`config.mk`:
```
export PLATFORM = sky130hd
export DESIGN_NAME = ex_mem_stage_buf_flat
export DESIGN_NICKNAME = d
export VERILOG_FILES = /design/src/rtl/pipe_pkg.sv /design/src/rtl/ex_mem_stage_buf_if.sv /design/src/rtl/ex_mem_stage_buf_slot.sv /design/src/rtl/ex_mem_stage_buf.sv /design/src/flat_wrapper.sv
export SDC_FILE = /design/constraint.sdc
export NUM_CORES = 1
export LEC_CHECK = 0
export ABC_AREA = 1
export CAP_MARGIN = 20
export CORE_UTILIZATION = 52
export DETAILED_ROUTE_END_ITERATION = 7
export PLACE_DENSITY_LB_ADDON = 0.25
export SLEW_MARGIN = 10
export SYNTH_ARGS = -nofsm -noshare
export SYNTH_HDL_FRONTEND = slang
export SYNTH_SLANG_ARGS = --single-unit
```
`constraint.sdc`:
```
create_clock -name clk -period 1.85 [get_ports clk]
set_clock_uncertainty 0.1 [all_clocks]
set_input_delay 0.2775 -clock clk [delete_from_list [all_inputs] [get_ports clk]]
set_output_delay 0.2775 -clock clk [all_outputs]
set_load 0.01 [all_outputs]
```
`src/rtl/pipe_pkg.sv`:
```
// Shared definitions for the EX->MEM pipeline buffer: control-bundle layout and FSM states.
package pipe_pkg;

  localparam int CTRL_W           = 7;
  localparam int CTRL_REGWRITE    = 0;
  localparam int CTRL_MEMWRITE    = 1;
  localparam int CTRL_MEMREAD     = 2;
  localparam int CTRL_MEMTOREG    = 3;
  localparam int CTRL_LOADMODE_LO = 4;
  localparam int CTRL_LOADMODE_HI = 5;
  localparam int CTRL_BRANCH      = 6;

  typedef enum logic [1:0] {
    EMPTY = 2'd0,
    FULL  = 2'd1,
    SKID  = 2'd2
  } state_e;

endpackage

```
`src/rtl/ex_mem_stage_buf_if.sv`:
```
// Valid/ready bundle carrying one EX->MEM entry; master drives the payload, slave returns ready.
interface ex_mem_stage_buf_if #(
  parameter int DATA_W     = 32,
  parameter int REG_ADDR_W = 5,
  parameter int CTRL_W     = 7
);
  logic                  valid;
  logic                  ready;
  logic [CTRL_W-1:0]     ctrl;
  logic [DATA_W-1:0]     pc;
  logic                  zero;
  logic [DATA_W-1:0]     alu_result;
  logic [DATA_W-1:0]     rt;
  logic [REG_ADDR_W-1:0] wb_dest;

  modport master (output valid, ctrl, pc, zero, alu_result, rt, wb_dest, input ready);
  modport slave  (input valid, ctrl, pc, zero, alu_result, rt, wb_dest, output ready);
endinterface

```
`src/rtl/ex_mem_stage_buf_slot.sv`:
```
// One payload register of the stage buffer: load enable, async clear to zero.
module ex_mem_slot #(
  parameter int W = 8
) (
  input  logic         clk,
  input  logic         rst_n,
  input  logic         i_load,
  input  logic [W-1:0] i_d,
  output logic [W-1:0] o_q
);
  logic [W-1:0] r_q;

  // NOTE: payload is cleared on reset so no stale fields leak out after a mid-transfer reset;
  // sequential state is always updated with <= to avoid ordering races between flops.
  always_ff @(posedge clk or negedge rst_n) begin
    if (!rst_n)      r_q <= '0;
    else if (i_load) r_q <= i_d;
  end

  assign o_q = r_q;
endmodule

```
`src/rtl/ex_mem_stage_buf.sv`:
```
// EX->MEM pipeline stage: valid/ready hand-off, flush, optional 2-entry skid, bubble gating, stall counter.
module ex_mem_stage_buf #(
  parameter int DATA_W     = 32,
  parameter int REG_ADDR_W = 5,
  parameter int CTRL_W     = 7,
  parameter int SKID_EN    = 1,
  parameter int CNT_W      = 16
) (
  input  logic               clk,
  input  logic               rst_n,
  input  logic               flush,
  ex_mem_stage_buf_if.slave  s_ex,
  ex_mem_stage_buf_if.master m_mem,
  output logic [CNT_W-1:0]   stall_cnt
);
  import pipe_pkg::*;

  localparam int PW = CTRL_W + 3 * DATA_W + 1 + REG_ADDR_W;

  state_e            r_state;
  state_e            w_nxt;
  logic              w_in_ready;
  logic              w_out_valid;
  logic              w_in_fire;
  logic              w_out_fire;
  logic              w_load_m;
  logic [PW-1:0]     w_in_pl;
  logic [PW-1:0]     w_m_d;
  logic [PW-1:0]     w_m_q;
  logic [CTRL_W-1:0] w_ctrl_q;
  logic [CNT_W-1:0]  r_stall_cnt;

  assign w_in_pl     = {s_ex.ctrl, s_ex.pc, s_ex.zero, s_ex.alu_result, s_ex.rt, s_ex.wb_dest};
  assign w_out_valid = (r_state != EMPTY);
  assign w_in_fire   = s_ex.valid & w_in_ready;
  assign w_out_fire  = w_out_valid & m_mem.ready;

  generate
    if (SKID_EN != 0) begin : g_skid
      logic          r_in_ready;
      logic          w_load_s;
      logic [PW-1:0] w_s_q;

      // MEM back-pressure reaches EX only through this register, one cycle late.
      assign w_in_ready = r_in_ready;
      assign w_load_s   = !flush && (r_state == FULL) && w_in_fire && !w_out_fire;
      assign w_load_m   = !flush && ((r_state == SKID) ? w_out_fire
                                                       : (w_in_fire && ((r_state == EMPTY) || w_out_fire)));
      assign w_m_d      = (r_state == SKID) ? w_s_q : w_in_pl;

      ex_mem_slot #(.W(PW)) u_slot_s (
        .clk    (clk),
        .rst_n  (rst_n),
        .i_load (w_load_s),
        .i_d    (w_in_pl),
        .o_q    (w_s_q)
      );

      // NOTE: every combinational output gets a default first so no latch is inferred.
      always_comb begin
        w_nxt = r_state;
        if (flush) begin
          w_nxt = EMPTY;
        end else begin
          case (r_state)
            EMPTY:   if (w_in_fire) w_nxt = FULL;
            FULL: begin
              if (w_in_fire && !w_out_fire)      w_nxt = SKID;
              else if (!w_in_fire && w_out_fire) w_nxt = EMPTY;
            end
            SKID:    if (w_out_fire) w_nxt = FULL;
            default: w_nxt = EMPTY;
          endcase
        end
      end

      always_ff @(posedge clk or negedge rst_n) begin
        if (!rst_n) r_in_ready <= 1'b0;
        else        r_in_ready <= (w_nxt != SKID);
      end
    end else begin : g_single
      assign w_in_ready = !w_out_valid || m_mem.ready;
      assign w_load_m   = !flush && w_in_fire;
      assign w_m_d      = w_in_pl;

      always_comb begin
        w_nxt = r_state;
        if (flush)           w_nxt = EMPTY;
        else if (w_in_fire)  w_nxt = FULL;
        else if (w_out_fire) w_nxt = EMPTY;
      end
    end
  endgenerate

  ex_mem_slot #(.W(PW)) u_slot_m (
    .clk    (clk),
    .rst_n  (rst_n),
    .i_load (w_load_m),
    .i_d    (w_m_d),
    .o_q    (w_m_q)
  );

  always_ff @(posedge clk or negedge rst_n) begin
    if (!rst_n) r_state <= EMPTY;
    else        r_state <= w_nxt;
  end

  always_ff @(posedge clk or negedge rst_n) begin
    if (!rst_n)
      r_stall_cnt <= '0;
    else if (w_out_valid && !m_mem.ready && (r_stall_cnt != '1))
      r_stall_cnt <= r_stall_cnt + CNT_W'(1);
  end

  assign s_ex.ready  = w_in_ready;
  assign m_mem.valid = w_out_valid;
  assign {w_ctrl_q, m_mem.pc, m_mem.zero, m_mem.alu_result, m_mem.rt, m_mem.wb_dest} = w_m_q;
  // An empty slot must never write a register or memory, whatever the held payload says.
  assign m_mem.ctrl  = w_out_valid ? w_ctrl_q : '0;
  assign stall_cnt   = r_stall_cnt;
endmodule
```
`src/flat_wrapper.sv`:
```
// flat-port wrapper written by rule: the top's interface ports become plain ports
module ex_mem_stage_buf_flat import pipe_pkg::*;
#(
  parameter int DATA_W     = 32,
  parameter int REG_ADDR_W = 5,
  parameter int CTRL_W     = 7,
  parameter int SKID_EN    = 1,
  parameter int CNT_W      = 16
)
  (clk, rst_n, flush, stall_cnt, s_ex_valid, s_ex_ctrl, s_ex_pc, s_ex_zero, s_ex_alu_result, s_ex_rt, s_ex_wb_dest, s_ex_ready, m_mem_valid, m_mem_ctrl, m_mem_pc, m_mem_zero, m_mem_alu_result, m_mem_rt, m_mem_wb_dest, m_mem_ready);
  ex_mem_stage_buf_if #(.DATA_W(DATA_W), .REG_ADDR_W(REG_ADDR_W), .CTRL_W(CTRL_W)) s_ex_i ();
  ex_mem_stage_buf_if #(.DATA_W(DATA_W), .REG_ADDR_W(REG_ADDR_W), .CTRL_W(CTRL_W)) m_mem_i ();
  input  logic clk;
  input  logic rst_n;
  input  logic flush;
  output logic [CNT_W-1:0] stall_cnt;
  input wire logic [$bits(s_ex_i.valid)-1:0] s_ex_valid;
  input wire logic [$bits(s_ex_i.ctrl)-1:0] s_ex_ctrl;
  input wire logic [$bits(s_ex_i.pc)-1:0] s_ex_pc;
  input wire logic [$bits(s_ex_i.zero)-1:0] s_ex_zero;
  input wire logic [$bits(s_ex_i.alu_result)-1:0] s_ex_alu_result;
  input wire logic [$bits(s_ex_i.rt)-1:0] s_ex_rt;
  input wire logic [$bits(s_ex_i.wb_dest)-1:0] s_ex_wb_dest;
  output wire logic [$bits(s_ex_i.ready)-1:0] s_ex_ready;
  output wire logic [$bits(m_mem_i.valid)-1:0] m_mem_valid;
  output wire logic [$bits(m_mem_i.ctrl)-1:0] m_mem_ctrl;
  output wire logic [$bits(m_mem_i.pc)-1:0] m_mem_pc;
  output wire logic [$bits(m_mem_i.zero)-1:0] m_mem_zero;
  output wire logic [$bits(m_mem_i.alu_result)-1:0] m_mem_alu_result;
  output wire logic [$bits(m_mem_i.rt)-1:0] m_mem_rt;
  output wire logic [$bits(m_mem_i.wb_dest)-1:0] m_mem_wb_dest;
  input wire logic [$bits(m_mem_i.ready)-1:0] m_mem_ready;
  assign s_ex_i.valid = s_ex_valid;
  assign s_ex_i.ctrl = s_ex_ctrl;
  assign s_ex_i.pc = s_ex_pc;
  assign s_ex_i.zero = s_ex_zero;
  assign s_ex_i.alu_result = s_ex_alu_result;
  assign s_ex_i.rt = s_ex_rt;
  assign s_ex_i.wb_dest = s_ex_wb_dest;
  assign s_ex_ready = s_ex_i.ready;
  assign m_mem_valid = m_mem_i.valid;
  assign m_mem_ctrl = m_mem_i.ctrl;
  assign m_mem_pc = m_mem_i.pc;
  assign m_mem_zero = m_mem_i.zero;
  assign m_mem_alu_result = m_mem_i.alu_result;
  assign m_mem_rt = m_mem_i.rt;
  assign m_mem_wb_dest = m_mem_i.wb_dest;
  assign m_mem_i.ready = m_mem_ready;
  ex_mem_stage_buf #(.DATA_W(DATA_W), .REG_ADDR_W(REG_ADDR_W), .CTRL_W(CTRL_W), .SKID_EN(SKID_EN), .CNT_W(CNT_W)) u_core (.clk(clk), .rst_n(rst_n), .flush(flush), .s_ex(s_ex_i), .m_mem(m_mem_i), .stall_cnt(stall_cnt));
endmodule
```
# Word-level counts from Yosys, hierarchy flattened

Index checks and enable logic that the tools add are counted.

Register bits after elaboration: 237
Latch bits: 0
Bits in writable memories: 0
Memory bits (read-only): 0
Output and inout bits: 127
Word-level logic and storage cells: 37
Memories: 0

Add/sub/neg operators: 1
$mul: 0
Divide/modulo/power cells: 0
Order comparisons: 0
Equal/unequal tests: 4
Shifts and indexed selects: 0
Mux-type cells: 9
Bitwise gates (word level): 2
Reduce and logical (&&, ||, !) cells: 16

Operators by type and width:

| cell                                                | count |
|---|---|
| two-way mux 109 bit                                 | 1 |
| adder 16 x 1 -> 16 bit, second input constant       | 1 |
| != test 16 bit, second input constant               | 1 |
| two-way mux 2 bit                                   | 5 |
| logical AND 1 bit                                   | 9 |
| two-way mux 7 bit                                   | 1 |
| one-hot mux 2 bit (3 select lines)                  | 1 |
| logical NOT 1 bit                                   | 4 |
| AND 1 bit                                           | 2 |
| equality test 2 x 1 -> 1 bit, second input constant | 1 |
| equality test 2 bit, second input constant          | 1 |
| logical NOT 2 bit                                   | 1 |
| != test 2 bit, second input constant                | 1 |
| nonzero test 2 bit                                  | 1 |
| logical OR 1 bit                                    | 1 |
| two-way mux 1 bit                                   | 1 |

# Logic depth before layout (Yosys ltp)

Depth after elaboration: 8
Gate-level depth with buffers: 10
Gate-level depth less buffers: 9

# Modules after synthesis

A second synthesis with hierarchy kept.

Cells, all modules: 1454
Area total of the unflattened synthesis: 10725.3 um^2

By module, submodules not included:

| module           | instances | cells an instance | area each (um^2) | sequential area each (um^2) |
|---|---|---|---|---|
| ex_mem_slot      | 2         | 460               | 4080.2           | 2727.6 |
| ex_mem_stage_buf | 1         | 534               | 2565.0           | 475.5 |

# Least setup slack after synthesis

Ideal clock, no wire load.

Path kind: flip-flop to flip-flop
From: reg u_core.r_stall_cnt[0] (netlist: u_core.stall_cnt[0])
To: reg u_core.r_stall_cnt[2] (netlist: u_core.stall_cnt[2])
Library setup time: 0.117 ns
Arrival: 1.518 ns
Data required time: 1.633 ns
Slack: 0.115 ns
Cell stages (with the launch flop): 10
Path through: dfrtp_1 -> ha_1 -> inv_1 -> nor2_1 -> nand2_1 -> o21ai_2 -> nand2_1 -> buf_2 -> nand2_1 -> nand2_1

Word-level cells in the longest chain between the ends: 2

Ends and longest elaborated chain:

| element                                                        | line                    | text |
|---|---|---|
| start: declaration                                             | ex_mem_stage_buf.sv:31  | `logic [CNT_W-1:0] r_stall_cnt;` |
| start signal: assignment                                       | ex_mem_stage_buf.sv:112 | `r_stall_cnt <= r_stall_cnt + CNT_W'(1);` |
| branches (longest 2 deep; another with adder 16 x 1 -> 16 bit) | n/a                     |  |

Several ways; the timed one is not identified.
A chain may end at the register's enable or synchronous reset.

# Worst setup path in the final report

From: reg u_core.r_state[1]
To: out m_mem_ctrl[2]

Word-level cells in the longest chain between the ends: 2

Ends and longest elaborated chain:

| element                  | line                    | text |
|---|---|---|
| start: declaration       | ex_mem_stage_buf.sv:20  | `state_e r_state;` |
| start signal: assignment | ex_mem_stage_buf.sv:105 | `else r_state <= w_nxt;` |
| nonzero test 2 bit       | ex_mem_stage_buf.sv:34  | `assign w_out_valid = (r_state != EMPTY);` |
| two-way mux 7 bit        | ex_mem_stage_buf.sv:119 | `assign m_mem.ctrl = w_out_valid ? w_ctrl_q : '0;` |
| end: declaration         | flat_wrapper.sv:26      | `output wire logic [$bits(m_mem_i.ctrl)-1:0] m_mem_ctrl;` |

Every way passes these cells.

==> results.txt <==
Placed Cells = 1829
Routability Congestion = 0.851
Final Non-Filler Cells = 1923
DIE WIDTH = 151 microns
Top-Level Pins = 241
Avg Vias per Cell = 5.03
CP Capture Type = primary output
Req. time, crit path = 1.47 ns
Clk Latency, worst-skew pair = 0.52 ns
HPWL Detailed = 17500 microns
max-slew violations = 0
most frequent cells in the layout = nand2_1, o21ai_0, inv_1, dfrtp_1, clkdlybuf4s50_1
worst-case reg-to-reg path depth = 10
XOR/XNOR share of the synthesized area = 0.00610
DRT Pass-1 Iters = 5
most common cell after layout, fill and taps aside = nand2_1
largest net degree at the start of global routing = 66
antenna viol nets, final = 0
maxcap violations = 0
Detailed Route WL = 28800 microns
Area growth, synth to finish = 36.6%
Final period util = 1.03
CTS Buf Count = 26
Seq/Total Area, Yosys = 0.516
post-synthesis compound-gate area fraction = 0.146
setup violators final = 15
clock power share = 0.338
initial core utilization = 0.528
# fillers = 1646
CP arrival = 1.53 ns
Gate power share = 0.226
sw power = 4.50 mW
Final #Nets = 1738
crit-path cells = buf_6 -> nor2_4 -> buf_6 -> buf_6 -> nor2_4 -> buf_6
PwrDens = 1030 nW/um^2
status = finished, violations left
Top delay family on crit path = buffers and inverters
CP Buf/Inv Count = 4
unrepaired setup endpoints after global routing = true
synthesis-stage register bit count = 237
vias in the first global route = 8754
# H-tree levels = 1
Switching Fraction = 0.278
CP max-delay cell = dfrtp_2
clock slew at reported path FFs = 0.06 ns
Initial DRC Count = 452
Sequential Power Share = 0.436
# diodes = 0
WS Path Type = reg2out
met1 wire length = 12000 microns
clock tree buffer depth = 3
Critical Path Max Stage Delay = 0.41 ns
mapped cell area = 11500 sq um
Hold Vio Cnt, Final = 0
Yosys warnings = 0
vias post-DR = 9682
Cell variety after synth = 23
first-pass GRT wire length = 41600 microns
Max-slew headroom = 0.638
buffers added on ports = 240
Worst R2R Setup Slack = -0.03 ns
RR Startpoint = u_core.r_state[1]
crit-path max FO = 3
largest family of logic cells by synthesized area = buffers and inverters
Synthesized Nets = 1552
row count = 54
fmax = 525 MHz
worst setup margin = -0.0550 ns
core region area = 21800 sq um
synthesized instance count = 1437
launch point of the worst path = u_core.r_state[1]
gr ovfl total = 0
met2 WL = 14300 microns
Die H = 151 microns
DP Worst Slack = -0.111 ns
GRT Overall Usage = 0.228
final setup TNS = -0.238 ns
Synth Area in Adders = 0.00109
Worst Tran Pin Value = 0.543 ns
Hold Crit Class = in2async
violated checks = negative setup slack
leakage power = 7.84 nW
RR Endpoint = u_core.u_slot_m.o_q[67]
Synth Area per Inst = 8.00 sq um
initial antenna violation count = 0
DRC errors left = 0
Simple-Gate Fraction of Synth Area = 0.151
die area = 22700 sq um
Startpoint Class = flop
multiplexer area fraction after synthesis = 0
Tmin final = 1.91 ns
Worst VDD drop = 0.000781 V
Routed WL per cell = 15.0 microns
DR top layer = met4
CTS tree = done
Cell Int Power = 11.7 mW
TritonCTS sink count = 237
met3 WL = 1750 microns
layout cells sized above 1 = 0.150
root buffer cell = clkbuf_16
most frequent CP cell = buf_6
worst max-delay path by stage:
stage	depth (start not counted)	endpoint	slack, ns
2_1_floorplan	9	u_core.stall_cnt[2]	0.11
3_3_place_gp	6	u_core.u_slot_m.o_q[37]	-0.03
3_5_place_dp	7	u_core.u_slot_m.o_q[16]	-0.11
4_1_cts	10	u_core.u_slot_m.o_q[16]	-0.05
5_1_grt	10	u_core.g_skid.u_slot_s.o_q[35]	-0.11
6_report	6	m_mem_ctrl[2]	-0.06
layer usage:
metal / vias to the layer above / track usage
met5: - / 0
met4: 0 / 0.0655
met3: 55 / 0.0321
met2: 302 / 0.384
met1: 4625 / 0.306
li1: 4700 / -
sequential cells by signal (all words and copies together), names as in the netlist:
name / flops
u_core.g_skid.u_slot_s.o_q: 109
u_core.stall_cnt: 16
u_core.s_ex.ready: 1
u_core.u_slot_m.o_q: 109
u_core.r_state: 2
synth_stat cells:
cell type / number / area, sq um
buf_4: 106 / 796
o21ai_2: 1 / 8.76
ha_1: 1 / 12.5
xor2_1: 3 / 26.3
clkbuf_2: 1 / 5.00
dfrtp_1: 237 / 5930
nor2_2: 1 / 6.26
nor3_1: 1 / 5.00
buf_6: 12 / 135
o21ai_0: 316 / 1580
inv_1: 234 / 878
xnor2_1: 5 / 43.8
o21ai_1: 13 / 65.1
nand3_1: 19 / 95.1
buf_2: 26 / 130
nand4_1: 6 / 37.5
a21oi_1: 2 / 10.0
clkbuf_1: 30 / 113
buf_8: 1 / 15.0
a211oi_2: 1 / 12.5
nor2_1: 28 / 105
nor2_4: 1 / 11.3
nand2_1: 392 / 1470
cell families (layout without fill, tap and decap cells):
kind of cell,Yosys count,count (layout)
compound gates,333,333
xor+xnor,8,8
fa+ha+maj,1,1
buf+inv,410,615
flops,237,237
simple gates,448,449
through the flow:
stage / cell area (sq um) / hold WS (ns) / util / power, mW
after global placement: 13700 / 0.163 / 0.628 / 10.2
final: 15700 / 0.213 / 0.722 / 16.2
after floorplan: 11500 / -0.118 / - / 9.05
after CTS: 14700 / 0.217 / 0.677 / 15.9
after global routing: 15700 / 0.242 / 0.722 / 17.0
after detailed placement: 13700 / 0.167 / 0.628 / 10.4
power by group through the flow:
stage | clock, mW | sequential, mW | combinational (mW)
2_1_floorplan | 0 | 6.96 | 2.09
4_1_cts | 5.56 | 7.04 | 3.31
3_5_place_dp | 0 | 7.13 | 3.22
3_3_place_gp | 0 | 7.09 | 3.12
5_1_grt | 5.76 | 7.19 | 4.06
6_report | 5.46 | 7.06 | 3.66
area by class of cell:
cell class,instances,area (sq um),area share
clock buffer,42,812,0.0517
clock inverter,6,111,0.00709
inverter,234,883,0.0563
multi-input combinational,791,3870,0.246
sequential,237,5940,0.379
tap,280,350,0.0223
timing repair buffer,332,3730,0.237
timing repair inverter,1,5.00,0.000319
repair_timing:
action,CTS,global route
gates cloned,1,17
hold endpoints to repair,50,0
hold buffers,1,0
setup endpoints to repair,32,262
gates resized for setup,68,239
pin swaps,2,5
buffers inserted,18,10
(Power assumes the default switching activity.)
